$ cat src/rtl/ser_tx_stim.sv
// ser_tx_stim: 8N1 UART transmitter fed from a byte FIFO. It drives the SoC's
// ser_rx line so the serial receive path can be exercised.
//
// Ports:
//   i_clk       system clock, rising edge
//   i_resetn    asynchronous active-low reset
//   i_in_valid  byte offered on i_in_data this cycle
//   o_in_ready  FIFO can accept a byte (level != FIFO_DEPTH)
//   i_in_data   byte to transmit
//   o_tx        registered serial output, idles high
//   o_busy      a frame is being shifted out
//   o_level     FIFO occupancy, excludes the byte in the shifter
//
// Frames are LSB first: one start bit, eight data bits, STOP_BITS stop bits,
// each bit held CLKS_PER_BIT cycles. Frames are sent back-to-back when the
// FIFO has data at the final stop-bit cycle.
module ser_tx_stim #(
    parameter int unsigned CLKS_PER_BIT = 106,
    parameter int unsigned FIFO_DEPTH   = 16,
    parameter int unsigned STOP_BITS    = 1
) (
    input  logic                          i_clk,
    input  logic                          i_resetn,
    input  logic                          i_in_valid,
    output logic                          o_in_ready,
    input  logic [7:0]                    i_in_data,
    output logic                          o_tx,
    output logic                          o_busy,
    output logic [$clog2(FIFO_DEPTH):0]   o_level
);

    localparam int unsigned PW = $clog2(FIFO_DEPTH);
    localparam int unsigned BW = $clog2(CLKS_PER_BIT);

    localparam logic [BW-1:0] BAUD_LAST  = BW'(CLKS_PER_BIT - 1);
    localparam logic [PW:0]   LEVEL_FULL = (PW + 1)'(FIFO_DEPTH);
    // Index of the final stop bit (0 for one stop bit, 1 for two).
    localparam logic          STOP_LAST  = (STOP_BITS == 2);

    typedef enum logic [1:0] {
        StIdle,
        StStart,
        StData,
        StStop
    } state_t;

    state_t        r_state;
    logic [7:0]    r_mem [FIFO_DEPTH];
    logic [PW-1:0] r_wr_ptr;
    logic [PW-1:0] r_rd_ptr;
    logic [PW:0]   r_level;
    logic [7:0]    r_shift;
    logic [BW-1:0] r_baud;
    logic [2:0]    r_bit_idx;
    logic          r_stop_idx;
    logic          r_tx;
    logic          r_busy;

    logic          w_push;
    logic          w_pop;
    logic          w_nonempty;
    logic          w_baud_done;
    logic          w_frame_end;
    logic [7:0]    w_head;

    // Ready comes from registered level only, so a full FIFO refuses a push
    // even when a pop happens on the same edge.
    assign o_in_ready  = (r_level != LEVEL_FULL);
    assign w_push      = i_in_valid && o_in_ready;
    assign w_nonempty  = (r_level != '0);
    assign w_baud_done = (r_baud == BAUD_LAST);
    assign w_frame_end = (r_state == StStop) && w_baud_done && (r_stop_idx == STOP_LAST);
    assign w_pop       = w_nonempty && ((r_state == StIdle) || w_frame_end);
    assign w_head      = r_mem[r_rd_ptr];

    assign o_tx    = r_tx;
    assign o_busy  = r_busy;
    assign o_level = r_level;

    // Storage needs no reset: contents are discarded by clearing the pointers.
    always_ff @(posedge i_clk) begin
        if (w_push) begin
            r_mem[r_wr_ptr] <= i_in_data;
        end
    end

    always_ff @(posedge i_clk or negedge i_resetn) begin
        if (!i_resetn) begin
            r_wr_ptr <= '0;
            r_rd_ptr <= '0;
            r_level  <= '0;
        end else begin
            if (w_push) begin
                r_wr_ptr <= r_wr_ptr + PW'(1);
            end
            if (w_pop) begin
                r_rd_ptr <= r_rd_ptr + PW'(1);
            end
            unique case ({w_push, w_pop})
                2'b10:   r_level <= r_level + (PW + 1)'(1);
                2'b01:   r_level <= r_level - (PW + 1)'(1);
                default: r_level <= r_level;
            endcase
        end
    end

    always_ff @(posedge i_clk or negedge i_resetn) begin
        if (!i_resetn) begin
            r_state    <= StIdle;
            r_shift    <= '0;
            r_baud     <= '0;
            r_bit_idx  <= '0;
            r_stop_idx <= 1'b0;
            r_tx       <= 1'b1;
            r_busy     <= 1'b0;
        end else begin
            unique case (r_state)
                StIdle: begin
                    if (w_pop) begin
                        r_shift <= w_head;
                        r_tx    <= 1'b0;
                        r_baud  <= '0;
                        r_busy  <= 1'b1;
                        r_state <= StStart;
                    end
                end

                StStart: begin
                    if (w_baud_done) begin
                        r_baud    <= '0;
                        r_bit_idx <= '0;
                        r_tx      <= r_shift[0];
                        r_state   <= StData;
                    end else begin
                        r_baud <= r_baud + BW'(1);
                    end
                end

                StData: begin
                    if (w_baud_done) begin
                        r_baud <= '0;
                        if (r_bit_idx == 3'd7) begin
                            r_tx       <= 1'b1;
                            r_stop_idx <= 1'b0;
                            r_state    <= StStop;
                        end else begin
                            // Next bit is shift[1] before the shift lands.
                            r_shift   <= {1'b0, r_shift[7:1]};
                            r_tx      <= r_shift[1];
                            r_bit_idx <= r_bit_idx + 3'd1;
                        end
                    end else begin
                        r_baud <= r_baud + BW'(1);
                    end
                end

                StStop: begin
                    if (w_baud_done) begin
                        r_baud <= '0;
                        if (r_stop_idx == STOP_LAST) begin
                            if (w_pop) begin
                                // Chain straight into the next start bit.
                                r_shift <= w_head;
                                r_tx    <= 1'b0;
                                r_state <= StStart;
                            end else begin
                                r_busy  <= 1'b0;
                                r_state <= StIdle;
                            end
                        end else begin
                            r_stop_idx <= 1'b1;
                        end
                    end else begin
                        r_baud <= r_baud + BW'(1);
                    end
                end

                default: begin
                    r_state <= StIdle;
                end
            endcase
        end
    end

endmodule

$ cat config.mk
export PLATFORM = sky130hd
export DESIGN_NAME = ser_tx_stim
export DESIGN_NICKNAME = d
export VERILOG_FILES = /design/src/rtl/ser_tx_stim.sv
export SDC_FILE = /design/constraint.sdc
export NUM_CORES = 1
export LEC_CHECK = 0
export CORE_UTILIZATION = 66
export CTS_CLUSTER_DIAMETER = 30
export CTS_CLUSTER_SIZE = 28
export DETAILED_ROUTE_END_ITERATION = 6
export PLACE_DENSITY = 0.84
export SYNTH_ARGS = -nofsm -noshare
export SYNTH_HDL_FRONTEND = slang
export SYNTH_SLANG_ARGS = --single-unit
export TNS_END_PERCENT = 10
$ cat constraint.sdc
create_clock -name i_clk -period 6.2 [get_ports i_clk]
set_clock_uncertainty 0.15 [all_clocks]
set_input_delay 0.62 -clock i_clk [delete_from_list [all_inputs] [get_ports i_clk]]
set_output_delay 0.62 -clock i_clk [all_outputs]
set_load 0.01 [all_outputs]
==> qor.csv, run 1 <==
stage,metric,value,unit
synthesis,yosysTopAreaCell,edfxtp_1,
route,first_pass_iters,5,
synthesis,synth_seq_cells,163,
grt,grt_remaining_overflow,0,
sta,clock.fmax,286.6,MHz
floorplanning,boundaryPins,19,
layout,stdcell_area,0.007931,mm2
route,dr_total_vias,4241,
floorplanning,rows,37,
sta,worst_pin_slew,1.037,ns
place,gp_congestion,0.7843,
cts,post_cts_buffers,0,
sta,max_slew_margin,30.63,%
layout,drive_above_1_share,14.34,%
setup_path,crit_buf_inv,1,
route,wirelength,15.29,mm
setup_path,crit_top_cell,ha_1,
synthesis,synth_top_area_share,54.36,%
synthesis,syn_nets,488,
layout,final_nets,511,
synthesis,yosysMostFrequentCell,edfxtp_1,
run,maxCapViolations,0,
route,drc_errors,0,
sta,finalCritPeriodShare,56.29,%
layout,syn_to_final_growth,12.17,%
cts,clkTransAtPathRegs,0.06,ns
synthesis,synthArstFlopShare,21.47,%
setup_path,critPathTopFamily,adder cells,
min_path,worstHoldPathType,input pin to async pin,
sta,setup_tns,0,ns
cts,cts_tree,built,
place,dp.final_hpwl,9.270,mm
layout,multi_input_area,0.002226,mm2
cts,clock_path_buffers,2,
floorplanning,dieWidth,105.5,um
sta,maxSlewViolCount,0,
cts,cts_buffers,17,
outcome,outcome,finished clean,
sta,finalHoldViolations,0,
cts,root_buffer,clkbuf_8,
cts,holdBufCountCts,0,
sta,finalCriticalPeriod,3.490,ns
setup_path,worst_path_max_delay_cell,ha_1,
synthesis,ys_seq_area_share,66.77,%
synthesis,synthFlopType,edfxtp_1,
route,drt_iter0_markers,385,
cts,clock-sinks,163,
route,vias_per_cell,6.721,
synthesis,synth_common_cells,"128 x edfxtp_1, 34 x dfrtp_1, 31 x mux2i_1",
power_and_ir_drop,p_per_area,475.7,mW/mm2
setup_path,path_max_fanout,15,
cts,clk_latency,0.53,ns
synthesis,synth_area_leaders,"edfxtp_1 54%, dfrtp_1 12%, mux4_2 6.7%, mux2i_1 4.4%, ha_1 2.8%",
setup_path,required,6.47,ns
synthesis,ys_warn_count,0,
route,ant_nets,0,
layout,nFillCells,607,
synthesis,syn-instance-count,461,
place,numPortBuffers,18,
synthesis,synth.cell_area,0.007071,mm2
grt,antenna_found_initial,0,
floorplanning,dieArea,0.01113,mm2
setup_path,crit_chain,"inv_1, ha_1, and4b_1, a31oi_1, nor2_1, ha_1, xor2_1, ha_1, o31a_1, nor3_1, mux2i_1, xnor2_1",
sta,rsz0062_at_grt,no,
setup_path,critPathKind,flip-flop to flip-flop,
synthesis,synth-edff-count,128,
cts,htree_levels,4,
route,wire_per_inst,24.23,um
cts,cts_resized,0,
synthesis,ys_types,49,
setup_path,critical_path.endpoint_type,flip-flop,
grt,grt_start_max_net_pins,36,
place,placed_area,0.007380,mm2
setup_path,start_kind,flip-flop,
floorplanning,core_area,0.01037,mm2
grt,grt_pass1_vias,4157,
power_and_ir_drop,fin_total_pwr,3773,uW
sta,setup_viol_count_final,0,
setup_path,arrival,3.76,ns
grt,grt_pass1_wl,23.25,mm
power_and_ir_drop,leakage,0.002822,uW
grt,grtUsageTotal,29.43,%
floorplanning,initial_core_util,68.18,%
setup_path,slowest_delay,0.55,ns
floorplanning,fp.dieH,105.5,um
synthesis,avgSynthCellArea,15.34,um2
power_and_ir_drop,ir_drop,253.4,uV
layout,insertedDiodeCount,0,
layout,final-seq-area,0.004722,mm2
[cell usage in the layout (no fill, tap or decap), drive strengths merged, types with 10 or more instances in the layout]
master         Yosys  layout
o21ai             20      20
mux2              11      11
a21oi             10      10
edfxtp           128     128
inv               11      14
ha                16      16
clkbuf            13      18
clkdlybuf4s50      0      17
mux4              21      21
mux2i             31      31
nor2              26      26
nor3              12      12
nand2             22      22
dfrtp             34      34
[routing by layer]
| metal | track usage (%) | part of all wire (%) |
|---|---|---|
| met1 | 39.14 | 39 |
| met5 | 0 | 0 |
| met4 | 14.29 | 3.7 |
| met2 | 46.19 | 49 |
| met3 | 7.236 | 7.6 |
[where the power goes]
group          internal, uW  total (uW)  leakage [uW]  switching [uW]
sequential             1370        1580       0.00158             214
clock                   571         991      0.000264             420
combinational           558        1200      0.000975             642
[worst register-to-register path: stages, from the launching register on]
cell     delay [ns]
dfrtp_1        0.41
inv_1          0.07
ha_1           0.16
and4b_1        0.31
a31oi_1        0.21
nor2_1         0.41
ha_1           0.55
xor2_1         0.15
ha_1           0.30
o31a_1         0.27
nor3_1         0.13
mux2i_1        0.11
xnor2_1        0.14
[metrics by stage]
step                      hold WS, ns  cells  utilization (%)  setup WS (ns)
after floorplan                0.1744    461                -          3.000
after global placement         0.3404    601            71.16          3.012
after detailed placement       0.3511    601            71.16          2.839
after CTS                     0.05683    631            76.48          2.760
after global routing           0.1034    631            76.48          2.504
final                         0.03198    631            76.48          2.710
[worst paths after layout]
kind	start	endpoint	slack, ns	cells after the start
setup reg to reg	r_baud[1]	o_level[4]	2.71	12
min in group i_clk	r_shift[6]	r_shift[6]	0.37	1
max in group asynchronous	i_resetn	r_rd_ptr[0]	5.30	1
hold reg to reg	r_shift[6]	r_shift[6]	0.37	1
setup / recovery	r_baud[1]	o_level[4]	2.71	12
hold / removal	i_resetn	o_busy	0.03	1
[sequential cells by signal (all words and copies together), names as in the netlist]
| name | flops |
|---|---|
| o_level | 5 |
| o_tx | 1 |
| r_bit_idx | 3 |
| r_mem | 128 |
| r_wr_ptr | 4 |
| r_shift | 8 |
| r_state | 2 |
| r_baud | 7 |
| o_busy | 1 |
| r_rd_ptr | 4 |
[layout make-up]
cell class / instances / area share (%)
Clock buffer: 18 / 5.269
Clock inverter: 12 / 1.688
Inverter: 11 / 0.5206
Multi-Input combinational cell: 267 / 28.06
Sequential cell: 163 / 59.54
Tap cell: 136 / 2.145
Timing Repair Buffer: 24 / 2.776
[logic make-up after synthesis]
logic type,after synthesis,share of synthesized area [%]
simple gates,109,8.176
flops,163,66.77
mux,63,12.83
xor+xnor,10,1.239
buf+inv,31,1.752
fa+ha+maj,16,2.831
compound gates,69,6.406
(Power assumes the default switching activity.)
==> run 2: changes to the inputs <==
--- a/config.mk
+++ b/config.mk
@@ -5,11 +5,11 @@
 export SDC_FILE = /design/constraint.sdc
 export NUM_CORES = 1
 export LEC_CHECK = 0
-export CORE_UTILIZATION = 66
+export CORE_UTILIZATION = 55
 export CTS_CLUSTER_DIAMETER = 30
 export CTS_CLUSTER_SIZE = 28
 export DETAILED_ROUTE_END_ITERATION = 6
-export PLACE_DENSITY = 0.84
+export PLACE_DENSITY = 0.75
 export SYNTH_ARGS = -nofsm -noshare
 export SYNTH_HDL_FRONTEND = slang
 export SYNTH_SLANG_ARGS = --single-unit
==> constraint.sdc (replaced) <==
create_clock -name i_clk -period 3.1 [get_ports i_clk]
set_clock_uncertainty 0.15 [all_clocks]
set_input_delay 0.31 -clock i_clk [delete_from_list [all_inputs] [get_ports i_clk]]
set_output_delay 0.31 -clock i_clk [all_outputs]
set_load 0.01 [all_outputs]
==> run 2 against run 1 <==
Net effect: core utilization shrank 11 points; clock power grew 98%; wire length shrank 10%; critical path type unchanged; global-route usage shrank 6.3 points; register-to-register slack lost 2.5 ns; critical path depth shrank 2; non-clock buffer count grew 21; setup slack lost 2.5 ns; first-iteration DRC count shrank 26%; final area grew 3.1%; via count shrank 5.1%; die area grew 20%.
==> qor.csv, run 2 (same netlist as run 1, synthesis figures left out) <==
stage,metric,value,unit
power_and_ir_drop,fin_total_pwr,7531,uW
setup_path,r2r_start,r_baud[0],
route,drt_iter0_markers,286,
cts,clk_latency,0.42,ns
power_and_ir_drop,leakage,0.002949,uW
floorplanning,dieArea,0.01331,mm2
route,first_pass_iters,5,
grt,grt_start_max_net_pins,36,
grt,grtUsageTotal,23.09,%
grt,grt_util_met2,37.09,%
layout,final_nets,532,
sta,finalHoldViolations,0,
route,drc_errors,0,
min_path,hp-start,r_shift[2],
cts,post_cts_buffers,0,
layout,nFillCells,878,
place,pre_cts_ws,0.1509,ns
layout,top_register,r_mem,
cts,cts_tree,built,
min_path,worstHoldPathType,flip-flop to flip-flop,
grt,grtUsageMet3,4.955,%
sta,maxSlewViolCount,0,
grt,grt_pass1_wl,21.91,mm
sta,worst_pin_slew,0.8241,ns
route,wire_per_inst,19.85,um
grt,grt_pass1_vias,4052,
power_and_ir_drop,p_per_area,920.9,mW/mm2
sta,finalCriticalPeriod,2.877,ns
floorplanning,initial_core_util,56.26,%
layout,insertedDiodeCount,0,
setup_path,required,3.30,ns
cts,root_buffer,clkbuf_16,
layout,reg.largest.list,"r_mem (128), r_shift (8), r_baud (7)",
floorplanning,dieWidth,115.4,um
cts,clock_path_buffers,2,
setup_path,arrival,3.08,ns
floorplanning,boundaryPins,19,
floorplanning,core_area,0.01257,mm2
cts,clock-sinks,163,
place,dp.final_hpwl,9.114,mm
route,vias_per_cell,5.833,
route,ant_nets,0,
setup_path,critPathKind,flip-flop to flip-flop,
layout,mostFrequentLayoutCells,"128 x edfxtp_1, 33 x dfrtp_1, 31 x mux2i_1",
sta,setup_tns,0,ns
route,dr_total_vias,4025,
grt,antenna_found_initial,0,
layout,syn_to_final_growth,15.66,%
floorplanning,fp.dieH,115.4,um
setup_path,start_kind,flip-flop,
grt,grt_remaining_overflow,0,
setup_path,path_max_fanout,14,
layout,final_cells,690,
sta,setup_slack,0.2230,ns
cts,clkTransAtPathRegs,0.06,ns
sta,max_slew_margin,45.06,%
outcome,outcome,finished clean,
place,dp_cells,657,
floorplanning,rows,41,
setup_path,crit_path_start,r_baud[0],
cts,cts_buffers,17,
grt,grtUsageMet1,30.95,%
route,wirelength,13.70,mm
sta,clock.fmax,347.6,MHz
run,maxCapViolations,0,
sta,setup_viol_count_final,0,
setup_path,critical_path.endpoint_type,flip-flop,
sta,rsz0062_at_grt,no,
place,numPortBuffers,18,
layout,drive_above_1_share,18.15,%
place,gp_congestion,0.8240,
cts,htree_levels,4,
layout,layout_commonest_cell,edfxtp_1,
power_and_ir_drop,ir_drop,507.9,uV
grt,gr-max-usage-layer,met2,
layout,largest_reg_flops,128,
sta,finalCritPeriodShare,92.81,%
==> run 2: changes by cell type in the layout (fill, tap and decap cells not counted), sizes merged <==
cell         previous run  this run
buf                     7        27
clkinv                  5         7
inv                    14        16
bufinv                  2         1
clkinvlp                2         1
dlygate4sd3             0         1
==> run 2: where the power goes <==
group	switching, uW	leakage, uW	internal, uW	total (uW)
registers	351	0.00158	2730	3080
clock network	850	0.000272	1110	1960
logic	1270	0.00109	1220	2480
==> run 2: per-layer routing <==
metal	routed length [um]	up-vias
met5	0	-
met4	294	0
met3	644	24
met2	6824	107
met1	5935	2021
li1	-	1873
==> run 2: stage by stage <==
stage | hold slack, ns | instance area, um2 | utilization, %
2_1_floorplan | -0.1356 | 7077 | -
3_3_place_gp | 0.2805 | 7605 | 60.51
3_5_place_dp | 0.2988 | 7605 | 60.51
4_1_cts | 0.3583 | 8172 | 65.02
5_1_grt | 0.3847 | 8178 | 65.07
6_report | 0.3613 | 8178 | 65.07
==> run 2: critical path, cell delays in order (launching register included) <==
cell and delay, ns:
dfrtp_1 0.42, ha_1 0.22, and4b_1 0.25, a31oi_2 0.28, nor2_1 0.11, ha_1 0.23, buf_4 0.19, nor2b_1 0.14
or4b_1 0.44, a31oi_1 0.22, xor2_1 0.16
==> run 2: final timing paths <==
check / endpoint / slack (ns) / cells after the start
setup reg to reg: o_level[3] / 0.22 / 10
hold / removal: r_shift[2] / 0.36 / 1
min in group asynchronous: r_wr_ptr[1] / 0.38 / 2
setup / recovery: o_level[3] / 0.22 / 10
hold reg to reg: r_shift[2] / 0.36 / 1
max in group asynchronous: r_rd_ptr[0] / 1.85 / 2
==> run 2: area by class of cell <==
cell class	count	area [um2]	share of cell area, %
Sequential cell	163	4722	57.74
Multi-Input combinational cell	267	2237	27.36
Clock buffer	18	429.2	5.248
Timing Repair Buffer	45	405.4	4.957
Tap cell	172	215.2	2.632
Clock inverter	14	127.6	1.561
Inverter	11	41.29	0.5049
==> run 2: repair_timing <==
item | 4_1_cts | 5_1_grt
hold buffers | 1 | 0
setup endpoints to repair | 0 | 3
resized for setup | 0 | 1
hold endpoints to repair | 34 | 0
==> run 3: changes to the inputs <==
==> constraint.sdc (replaced) <==
create_clock -name i_clk -period 2.4 [get_ports i_clk]
set_clock_uncertainty 0.15 [all_clocks]
set_input_delay 0.24 -clock i_clk [delete_from_list [all_inputs] [get_ports i_clk]]
set_output_delay 0.24 -clock i_clk [all_outputs]
set_load 0.01 [all_outputs]
==> run 3 against run 2 <==
Net effect: clock power grew 30%; register-to-register slack got worse by 0.37 ns; critical path type unchanged; total power up 34%; the flow now finishes with violations (negative setup slack); global-route usage grew 0.50 points; wire length grew 3.2%; setup slack got worse by 0.37 ns; sequential power up 26%; non-clock buffer count increased by 27; core utilization grew 2.0 points; via count rose by 5.6%; cell count increased by 3.9%; critical path depth unchanged.
==> qor.csv, run 3 (same netlist as run 1, synthesis figures left out) <==
stage,metric,value,unit
setup_path,critPathKind,flip-flop to flip-flop,
layout,top_register,r_mem,
layout,mostFrequentLayoutCells,"128 x edfxtp_1, 52 x buf_4, 31 x mux2i_1, 31 x dfrtp_1, 22 x nand2_1",
setup_path,r2r-end,o_level[4],
floorplanning,core_area,0.01257,mm2
route,dr_total_vias,4252,
place,placed_area,0.007826,mm2
power_and_ir_drop,p_per_area,1195,mW/mm2
cts,cts_buffers,17,
route,wirelength,14.13,mm
outcome,violations,negative setup slack,
outcome,outcome,"finished, violations left",
sta,setup_viol_count_final,3,
cts,clock_path_buffers,2,
cts,clock-sinks,163,
layout,final_cells,717,
setup_path,r2r_cells,10,
route,wire_per_inst,19.71,um
floorplanning,initial_core_util,56.26,%
route,ant_nets,0,
grt,antenna_found_initial,0,
power_and_ir_drop,ir_drop,900.0,uV
grt,grt_remaining_overflow,0,
route,first_pass_iters,5,
cts,cts_tree,built,
sta,maxSlewViolCount,0,
sta,max_slew_margin,42.01,%
floorplanning,fp.dieH,115.4,um
grt,grt_pass1_vias,4356,
sta,finalCriticalPeriod,2.543,ns
setup_path,required,2.56,ns
sta,worst_pin_slew,0.8699,ns
layout,largest_reg_flops,128,
sta,clock.fmax,393.2,MHz
cts,root_buffer,clkbuf_16,
run,maxCapViolations,0,
route,drc_errors,0,
setup_path,path_max_fanout,3,
sta,setup_slack,-0.1431,ns
floorplanning,dieArea,0.01331,mm2
place,numPortBuffers,18,
grt,grt_start_max_net_pins,36,
cts,htree_levels,4,
place,dp_cells,684,
layout,syn_to_final_growth,19.18,%
cts,clkTransAtPathRegs,0.06,ns
place,gp_congestion,0.8068,
layout,drive_above_1_share,24.95,%
route,vias_per_cell,5.930,
setup_path,timing.reg2reg.setup_slack,-0.14,ns
floorplanning,rows,41,
floorplanning,boundaryPins,19,
layout,reg.largest.list,"r_mem (128), r_shift (8), r_baud (7)",
sta,finalCritPeriodShare,106.0,%
setup_path,start_kind,flip-flop,
layout,nFillCells,867,
sta,rsz0062_at_grt,yes,
layout,final_nets,559,
place,dp.final_hpwl,9.577,mm
grt,grt_pass1_wl,22.51,mm
sta,setup_tns,-0.3311,ns
setup_path,arrival,2.70,ns
layout,stdcell_area,0.008427,mm2
sta,finalHoldViolations,0,
grt,grtUsageTotal,23.59,%
layout,layout_commonest_cell,edfxtp_1,
sta,timing.hold.ws,0.3222,ns
power_and_ir_drop,leakage,0.003071,uW
setup_path,r2r_start,o_level[3],
min_path,worstHoldPathType,input pin to async pin,
cts,clk_latency,0.43,ns
layout,insertedDiodeCount,0,
setup_path,critical_path.endpoint_type,flip-flop,
route,drt_iter0_markers,428,
floorplanning,dieWidth,115.4,um
power_and_ir_drop,fin_total_pwr,10070,uW
==> run 3: changes by cell type in the layout (fill, tap and decap cells not counted), moves of 3 or more <==
cell,change
ha_1,-3
nor2_2,+3
buf_4,+28
nor2_1,-4
==> run 3: what timing repair did <==
action,CTS,global route
setup buffers,0,0
resized for setup,1,7
hold endpoints to repair,34,0
pin swaps,2,2
hold buffers,1,0
endpoints found under the setup margin,11,10
==> run 3: layer usage <==
layer | global-route usage, % | up-vias | wire length [um]
met4 | 8.571 | 0 | 263
li1 | - | 1925 | -
met2 | 39.72 | 130 | 7263
met3 | 6.115 | 22 | 728
met1 | 29.62 | 2175 | 5877
met5 | 0 | - | 0
==> run 3: worst max-delay path, stage by stage (launching register included) <==
cell     delay, ns
dfrtp_2       0.40
or4_4         0.55
nor2_4        0.16
nor2_4        0.05
ha_4          0.18
xor2_2        0.14
ha_2          0.17
o31a_1        0.26
nor3_2        0.12
mux2i_1       0.11
xnor2_1       0.14
==> run 3: final cells by class <==
| cell class | count | area [um2] | area share [%] |
|---|---|---|---|
| clock buffers | 18 | 429.2 | 5.093 |
| clock inverters | 14 | 127.6 | 1.514 |
| inverters | 11 | 41.29 | 0.4900 |
| multi-input cells | 267 | 2293 | 27.22 |
| flip-flops and latches | 163 | 4725 | 56.07 |
| well taps | 172 | 215.2 | 2.554 |
| repair buffers | 72 | 595.6 | 7.068 |
==> run 3: where the power goes <==
group          internal [uW]  leakage [uW]  switching (uW)  total, uW
logic                   1790       0.00122            1840       3640
clock network           1440      0.000269            1110       2540
registers               3540       0.00158             357       3890
==> run 3: through the flow <==
stage | setup WS, ns | utilization [%]
2_1_floorplan | -0.4075 | -
3_3_place_gp | -0.07685 | 62.27
3_5_place_dp | -0.1118 | 62.27
4_1_cts | -0.1026 | 66.80
5_1_grt | -0.2570 | 67.05
6_report | -0.1431 | 67.05
==> run 3: how the worst max path moves through the flow <==
| stage | startpoint | endpoint | depth (start not counted) |
|---|---|---|---|
| 3_5_place_dp | o_level[3] | o_level[4] | 10 |
| 3_3_place_gp | o_level[3] | o_level[4] | 10 |
| 6_report | o_level[3] | o_level[4] | 10 |
| 4_1_cts | o_level[3] | o_level[4] | 10 |
| 2_1_floorplan | o_level[3] | o_level[4] | 11 |
| 5_1_grt | o_level[3] | o_level[4] | 10 |
